File: src/rtl/customized_div_pkg.sv
// Shared format constants, FSM encoding and field extraction for the
// customized {sign, exponent, mantissa} floating-point divider.
package customized_div_pkg;

  localparam int EXP_W    = 8;
  localparam int EXP_BIAS = 127;
  localparam int EXP_INF  = 255;
  localparam int MAX_MAN  = 64;

  typedef enum logic [1:0] {
    IDLE = 2'd0,
    DIV  = 2'd1,
    NORM = 2'd2,
    DONE = 2'd3
  } div_state_t;

  typedef struct packed {
    logic               sign;
    logic [EXP_W-1:0]   exp;
    logic [MAX_MAN-1:0] man;
  } fp_fields_t;

  // man_len selects where the exponent and sign sit; the value is zero-extended
  function automatic fp_fields_t unpack_fp(input logic [MAX_MAN+EXP_W:0] val,
                                           input int man_len);
    fp_fields_t f;
    f.sign = val[man_len+EXP_W];
    f.exp  = val[man_len +: EXP_W];
    f.man  = val[MAX_MAN-1:0] & ((MAX_MAN'(1) << man_len) - MAX_MAN'(1));
    return f;
  endfunction

endpackage

File: src/rtl/customized_mantissa_div_core.sv
// Restoring mantissa divider: one quotient bit per cycle, MSB first.
module customized_mantissa_div_core
  import customized_div_pkg::*;
#(
  parameter int W  = 24,
  parameter int QW = 25
) (
  input  logic          clk,
  input  logic          rst_n,
  input  logic          start,
  input  logic [W-1:0]  num,
  input  logic [W-1:0]  den,
  output logic          last,
  output logic [QW-1:0] q
);

  localparam int CW = $clog2(QW + 1);

  logic [W:0]    rem;
  logic [W:0]    rem_diff;
  logic [W:0]    rem_next;
  logic [W-1:0]  den_r;
  logic [CW-1:0] cnt;
  logic          q_bit;

  // rem < 2*den holds throughout, so the shifted difference fits W+1 bits
  always_comb begin
    q_bit    = (rem >= {1'b0, den_r});
    rem_diff = q_bit ? (rem - {1'b0, den_r}) : rem;
    rem_next = rem_diff << 1;
  end

  assign last = (cnt == CW'(1));

  always_ff @(posedge clk) begin
    if (!rst_n) begin
      rem   <= '0;
      den_r <= '0;
      q     <= '0;
      cnt   <= '0;
    end else if (start) begin
      rem   <= {1'b0, num};
      den_r <= den;
      q     <= '0;
      cnt   <= CW'(QW);
    end else if (cnt != '0) begin
      rem <= rem_next;
      q   <= {q[QW-2:0], q_bit};
      cnt <= cnt - CW'(1);
    end
  end

endmodule

File: src/rtl/customized_div.sv
// Sequential divider for the customized float format with valid/ready
// handshakes; specials bypass the iteration and go straight to DONE.
module customized_div
  import customized_div_pkg::*;
#(
  parameter int montissa_len_dividend = 23,
  parameter int montissa_len_divisor  = 23,
  parameter int montissa_len_result   = 23
) (
  input  logic                                 clk,
  input  logic                                 rst_n,
  input  logic                                 in_valid,
  output logic                                 in_ready,
  input  logic [montissa_len_dividend+EXP_W:0] dividend,
  input  logic [montissa_len_divisor+EXP_W:0]  divisor,
  output logic                                 out_valid,
  input  logic                                 out_ready,
  output logic [montissa_len_result+EXP_W:0]   quotient,
  output logic                                 div_by_zero
);

  localparam int ML_A = montissa_len_dividend;
  localparam int ML_B = montissa_len_divisor;
  localparam int R    = montissa_len_result;
  localparam int W    = ((ML_A > ML_B) ? ML_A : ML_B) + 1;
  localparam int QW   = R + 2;
  localparam int OW   = R + EXP_W + 1;

  div_state_t state, state_next;

  fp_fields_t        fa, fb;
  logic [W-1:0]      num_al, den_al;
  logic signed [9:0] exp_diff_d, exp_diff_r;
  logic              sign_d, sign_r;
  logic              a_zero, b_zero, special, accept, core_start, core_last;
  logic [QW-1:0]     q;
  logic signed [10:0] e_norm;
  logic [R-1:0]      mant_n;
  logic [OW-1:0]     norm_word, special_word, quotient_r;
  logic              dbz_r;

  assign fa = unpack_fp((MAX_MAN+EXP_W+1)'(dividend), ML_A);
  assign fb = unpack_fp((MAX_MAN+EXP_W+1)'(divisor), ML_B);

  // Hidden-one mantissas left-aligned so both operands lie in [2^(W-1), 2^W)
  assign num_al = W'({1'b1, ML_A'(fa.man)}) << (W - 1 - ML_A);
  assign den_al = W'({1'b1, ML_B'(fb.man)}) << (W - 1 - ML_B);

  assign sign_d     = fa.sign ^ fb.sign;
  assign exp_diff_d = $signed({2'b00, fa.exp}) - $signed({2'b00, fb.exp});
  assign a_zero     = (fa.exp == '0);
  assign b_zero     = (fb.exp == '0);
  assign special    = a_zero | b_zero;
  assign accept     = (state == IDLE) && in_valid;
  assign core_start = accept && !special;

  assign special_word = b_zero ? {sign_d, EXP_W'(EXP_INF), R'(0)} : {sign_d, EXP_W'(0), R'(0)};

  customized_mantissa_div_core #(.W(W), .QW(QW)) u_core (
    .clk   (clk),
    .rst_n (rst_n),
    .start (core_start),
    .num   (num_al),
    .den   (den_al),
    .last  (core_last),
    .q     (q)
  );

  // Quotient lies in (0.5, 2): the top bit picks the normalisation shift
  always_comb begin
    e_norm = {exp_diff_r[9], exp_diff_r} + 11'sd127 - (q[QW-1] ? 11'sd0 : 11'sd1);
    mant_n = q[QW-1] ? q[R:1] : q[R-1:0];
    if (e_norm <= 11'sd0)
      norm_word = {sign_r, EXP_W'(0), R'(0)};
    else if (e_norm >= 11'(EXP_INF))
      norm_word = {sign_r, EXP_W'(EXP_INF), R'(0)};
    else
      norm_word = {sign_r, EXP_W'(e_norm), mant_n};
  end

  always_comb begin
    state_next = state;
    case (state)
      IDLE: if (in_valid) state_next = special ? DONE : DIV;
      DIV:  if (core_last) state_next = NORM;
      NORM: state_next = DONE;
      DONE: if (out_ready) state_next = IDLE;
      default: state_next = IDLE;
    endcase
  end

  always_ff @(posedge clk) begin
    if (!rst_n) begin
      state      <= IDLE;
      sign_r     <= 1'b0;
      exp_diff_r <= '0;
      quotient_r <= '0;
      dbz_r      <= 1'b0;
    end else begin
      state <= state_next;
      if (accept) begin
        sign_r     <= sign_d;
        exp_diff_r <= exp_diff_d;
        if (special) begin
          quotient_r <= special_word;
          dbz_r      <= b_zero;
        end
      end
      if (state == NORM) begin
        quotient_r <= norm_word;
        dbz_r      <= 1'b0;
      end
    end
  end

  assign in_ready    = (state == IDLE);
  assign out_valid   = (state == DONE);
  assign quotient    = quotient_r;
  assign div_by_zero = dbz_r;

endmodule

File: config.mk
export PLATFORM = sky130hd
export DESIGN_NAME = customized_div
export DESIGN_NICKNAME = d
export VERILOG_FILES = /design/src/rtl/customized_div_pkg.sv /design/src/rtl/customized_mantissa_div_core.sv /design/src/rtl/customized_div.sv
export SDC_FILE = /design/constraint.sdc
export NUM_CORES = 1
export LEC_CHECK = 0
export CAP_MARGIN = 20
export CORE_UTILIZATION = 35
export CTS_CLUSTER_SIZE = 20
export DETAILED_ROUTE_END_ITERATION = 6
export GPL_TIMING_DRIVEN = 0
export PLACE_DENSITY = 0.62
export SETUP_SLACK_MARGIN = 0.05
export SYNTH_ARGS = -nofsm -noshare
export SYNTH_HDL_FRONTEND = slang
export SYNTH_SLANG_ARGS = --single-unit
File: constraint.sdc
create_clock -name clk -period 3.1 [get_ports clk]
set_input_delay 0.62 -clock clk [delete_from_list [all_inputs] [get_ports clk]]
set_output_delay 0.62 -clock clk [all_outputs]
set_load 0.01 [all_outputs]
==> flow_summary.json <==
{
  "status": "finished, final reports clean",
  "clock_tree.root_cell": "clkbuf_16",
  "syn_to_final_growth_pct": 30.4,
  "clock_latency_ns": 0.42,
  "numCtsBuffers": 17,
  "setup_violations": 0,
  "worst-path-max-fanout": 9,
  "design_area_um2": 9410,
  "vias": 6902,
  "track_usage_pct": 19.6,
  "fmax_mhz": 342,
  "crit_end": "quotient[27]",
  "dr.pass1.iters": 5,
  "grt_pass1_wl_um": 33100,
  "syn_area_per_cell_um2": 7.89,
  "remaining_drc_errors": 0,
  "vias_per_cell": 5.21,
  "dpl_cell_area_um2": 8580,
  "ys_seq_area_share_pct": 34.4,
  "r2r_end": "quotient[27]",
  "clock_path_buffers": 2,
  "ys.flop_type": "dfxtp_1",
  "rrSetupSlack_ns": 0.18,
  "rsz0062_at_grt": "false",
  "start_kind": "flip-flop",
  "slew_viol_final": 0,
  "crit_chain": "inv_1, ha_2, or3_4, o31ai_2, o211ai_1, a211oi_2, xnor2_1, nand4_1, o311a_4, o211a_1",
  "cp_top_family": "compound AO/OA/AOI/OAI gates",
  "cts.reportedPaths.clkPinSlew_ns": 0.06,
  "syn_area_um2": 7220,
  "wire_per_inst_um": 15.3,
  "reg2regPathDepth": 10,
  "finalHoldViolations": 0,
  "worst_setup_path_end_kind": "flip-flop",
  "dieArea_um2": 21200,
  "period_needed_ns": 2.92,
  "irDropWorstVdd_mv": 0.472,
  "die_y_um": 146,
  "period_share_pct": 94.2,
  "start_util_pct": 35.7,
  "drtIter0Drc": 434,
  "h-tree-depth": 4,
  "gp_congestion": 0.909,
  "power_density_nw_per_um2": 1030,
  "regToRegStartpoint": "exp_diff_r[0]",
  "drive_above_1_share_pct": 9.19,
  "diodes": 0,
  "max_slew_margin_pct": 49.6,
  "fp.dieW_um": 146,
  "crit_type": "flip-flop to flip-flop",
  "p_leak_nw": 3.52,
  "synthesis.nets": 1026,
  "crit_path_start": "exp_diff_r[0]",
  "hold_slack_ns": 0.449,
  "arrival_ns": 3.24,
  "cts_tree": "built",
  "path_depth": 10,
  "yosysWarningCount": 0,
  "io_buffers": 102,
  "clock_skew_ns": 0.00879,
  "dp_hpwl_um": 15000,
  "synth_cells": 915,
  "synthArstFlopShare_pct": 0,
  "fp-row-count": 52,
  "clock_sinks": 124,
  "critical_path.max_stage_delay_ns": 0.46,
  "grt_antenna_before_repair": 0,
  "drtAntennaViolNets": 0,
  "synth_cell_types": 69,
  "hp-class": "flip-flop to flip-flop",
  "critPathSlowestCell": "o311a_4",
  "overflow": 0,
  "worst_pin_slew_ns": 0.756,
  "path_buf_inv": 1,
  "core_area_um2": 20200,
  "io_pins": 103,
  "synth_edf_count": 0,
  "grt_pass1_vias": 6543,
  "hold_buffers": 0,
  "grt_max_degree": 17,
  "synth-seq-cells": 124,
  "routed_wl_um": 20300,
  "drv_cap": 0,
  "required_ns": 3.41,
  "nNetsFinal": 1153
}
-- state kept, by name, indices dropped and copies added (netlist names) --
| register | flops |
|---|---|
| div_by_zero | 1 |
| exp_diff_r | 9 |
| sign_r | 1 |
| u_core.rem | 25 |
| quotient | 32 |
| u_core.q | 25 |
| state | 2 |
| u_core.den_r | 24 |
| u_core.cnt | 5 |
-- Yosys cell counts (3+ instances only) --
master	number	share of area, %
nand3_1	31	2.1
ha_1	41	7.1
o21ai_0	38	2.6
nor4_1	4	0.35
nand2_1	168	8.7
mux2i_1	31	4.3
a31oi_1	8	0.69
xnor2_1	25	3.0
a221oi_1	5	0.61
nand4_1	6	0.52
a211oi_1	16	1.7
o211ai_1	11	1.1
o211a_1	3	0.42
nor2b_1	6	0.52
o22ai_1	4	0.35
nor3_1	12	0.83
o21bai_1	5	0.52
or3_1	5	0.43
a21oi_1	94	6.5
nand2b_1	6	0.52
buf_1	7	0.36
nor2_1	55	2.9
o21ai_2	22	2.7
o31ai_1	5	0.52
buf_2	5	0.35
dfxtp_1	124	34
clkbuf_1	35	1.8
inv_1	52	2.7
and3_1	13	1.1
o221a_2	5	0.78
a21o_1	13	1.4
xor2_1	14	1.7
o21a_1	3	0.31
-- repair_timing --
action / 4_1_cts / 5_1_grt
cloned: 0 / 1
endpoints found under the setup margin: 41 / 51
pin swaps: 0 / 3
gates resized for setup: 5 / 25
endpoints found under the hold margin: 0 / 0
setup buffers: 0 / 6
-- where the power goes --
group | leakage (nW) | internal, mW | switching [mW]
Clock | 0.302 | 1.43 | 0.737
Combinational | 2.21 | 2.20 | 3.22
Sequential | 1.01 | 1.91 | 0.235
-- per-layer routing --
layer  wire [um]  part of all wire, %  global-route usage (%)  vias up
li1            -                    -                       -     3477
met1        9580                   47                    25.9     3210
met2        9330                   46                    31.1      185
met3         955                  4.7                    4.42       30
met4         417                  2.1                    7.16        0
met5           0                    0                       0        -
-- stage by stage --
stage	utilization, %	TNS (ns)	power (mW)	worst slack, ns	instances
after CTS	45.7	0	9.44	0.0638	1318
after detailed placement	42.4	-6.04	7.21	-0.338	1287
after global routing	46.5	0	10.5	0.0326	1325
after global placement	42.4	-4.69	7.18	-0.298	1287
final	46.5	0	9.73	0.178	1325
after floorplan	-	0	5.88	0.0807	915
-- layout make-up --
cell class	instances	area (um2)
Clock buffer	23	488
Buffer	49	236
Inverter	52	195
Multi-Input combinational cell	689	4420
Timing Repair Buffer	109	1090
Fill cell	2044	10800
Sequential cell	124	2490
Clock inverter	9	159
Tap cell	270	338
-- worst register-to-register path, stage by stage (launching register included) --
cell	delay [ns]
dfxtp_4	0.40
inv_1	0.06
ha_2	0.21
or3_4	0.36
o31ai_2	0.18
o211ai_1	0.14
a211oi_2	0.33
xnor2_1	0.25
nand4_1	0.29
o311a_4	0.46
o211a_1	0.14
-- placed cells by master, fill, tap and decap left out, types with 21 or more instances in the layout --
cell	count
clkdlybuf4s50_1	102
nor2_1	54
o21ai_0	38
xnor2_1	23
ha_1	40
nand3_1	31
mux2i_1	31
dfxtp_1	121
inv_1	52
nand2_1	168
clkbuf_1	33
o21ai_2	21
a21oi_1	94
-- worst min path at each step --
stage / from / endpoint / slack (ns) / cells past startpoint
2_1_floorplan: u_core.den_r[10] / u_core.den_r[10] / 0.44 / 2
3_3_place_gp: quotient[0] / quotient[0] / 0.44 / 2
3_5_place_dp: quotient[22] / quotient[22] / 0.44 / 2
4_1_cts: u_core.den_r[3] / u_core.den_r[3] / 0.45 / 2
5_1_grt: quotient[4] / quotient[4] / 0.47 / 2
6_report: quotient[22] / quotient[22] / 0.45 / 2
-- cell families after synthesis --
kind of cell,after synthesis,synth area share [%]
AO/OA/AOI/OAI,257,23.7
flip-flops,124,34.4
AND/OR/NAND/NOR,319,19.6
XOR/XNOR,39,4.73
multiplexers,31,4.30
buffers and inverters,102,5.62
adder cells (fa/ha/maj),43,7.66
(Power assumes the default switching activity.)
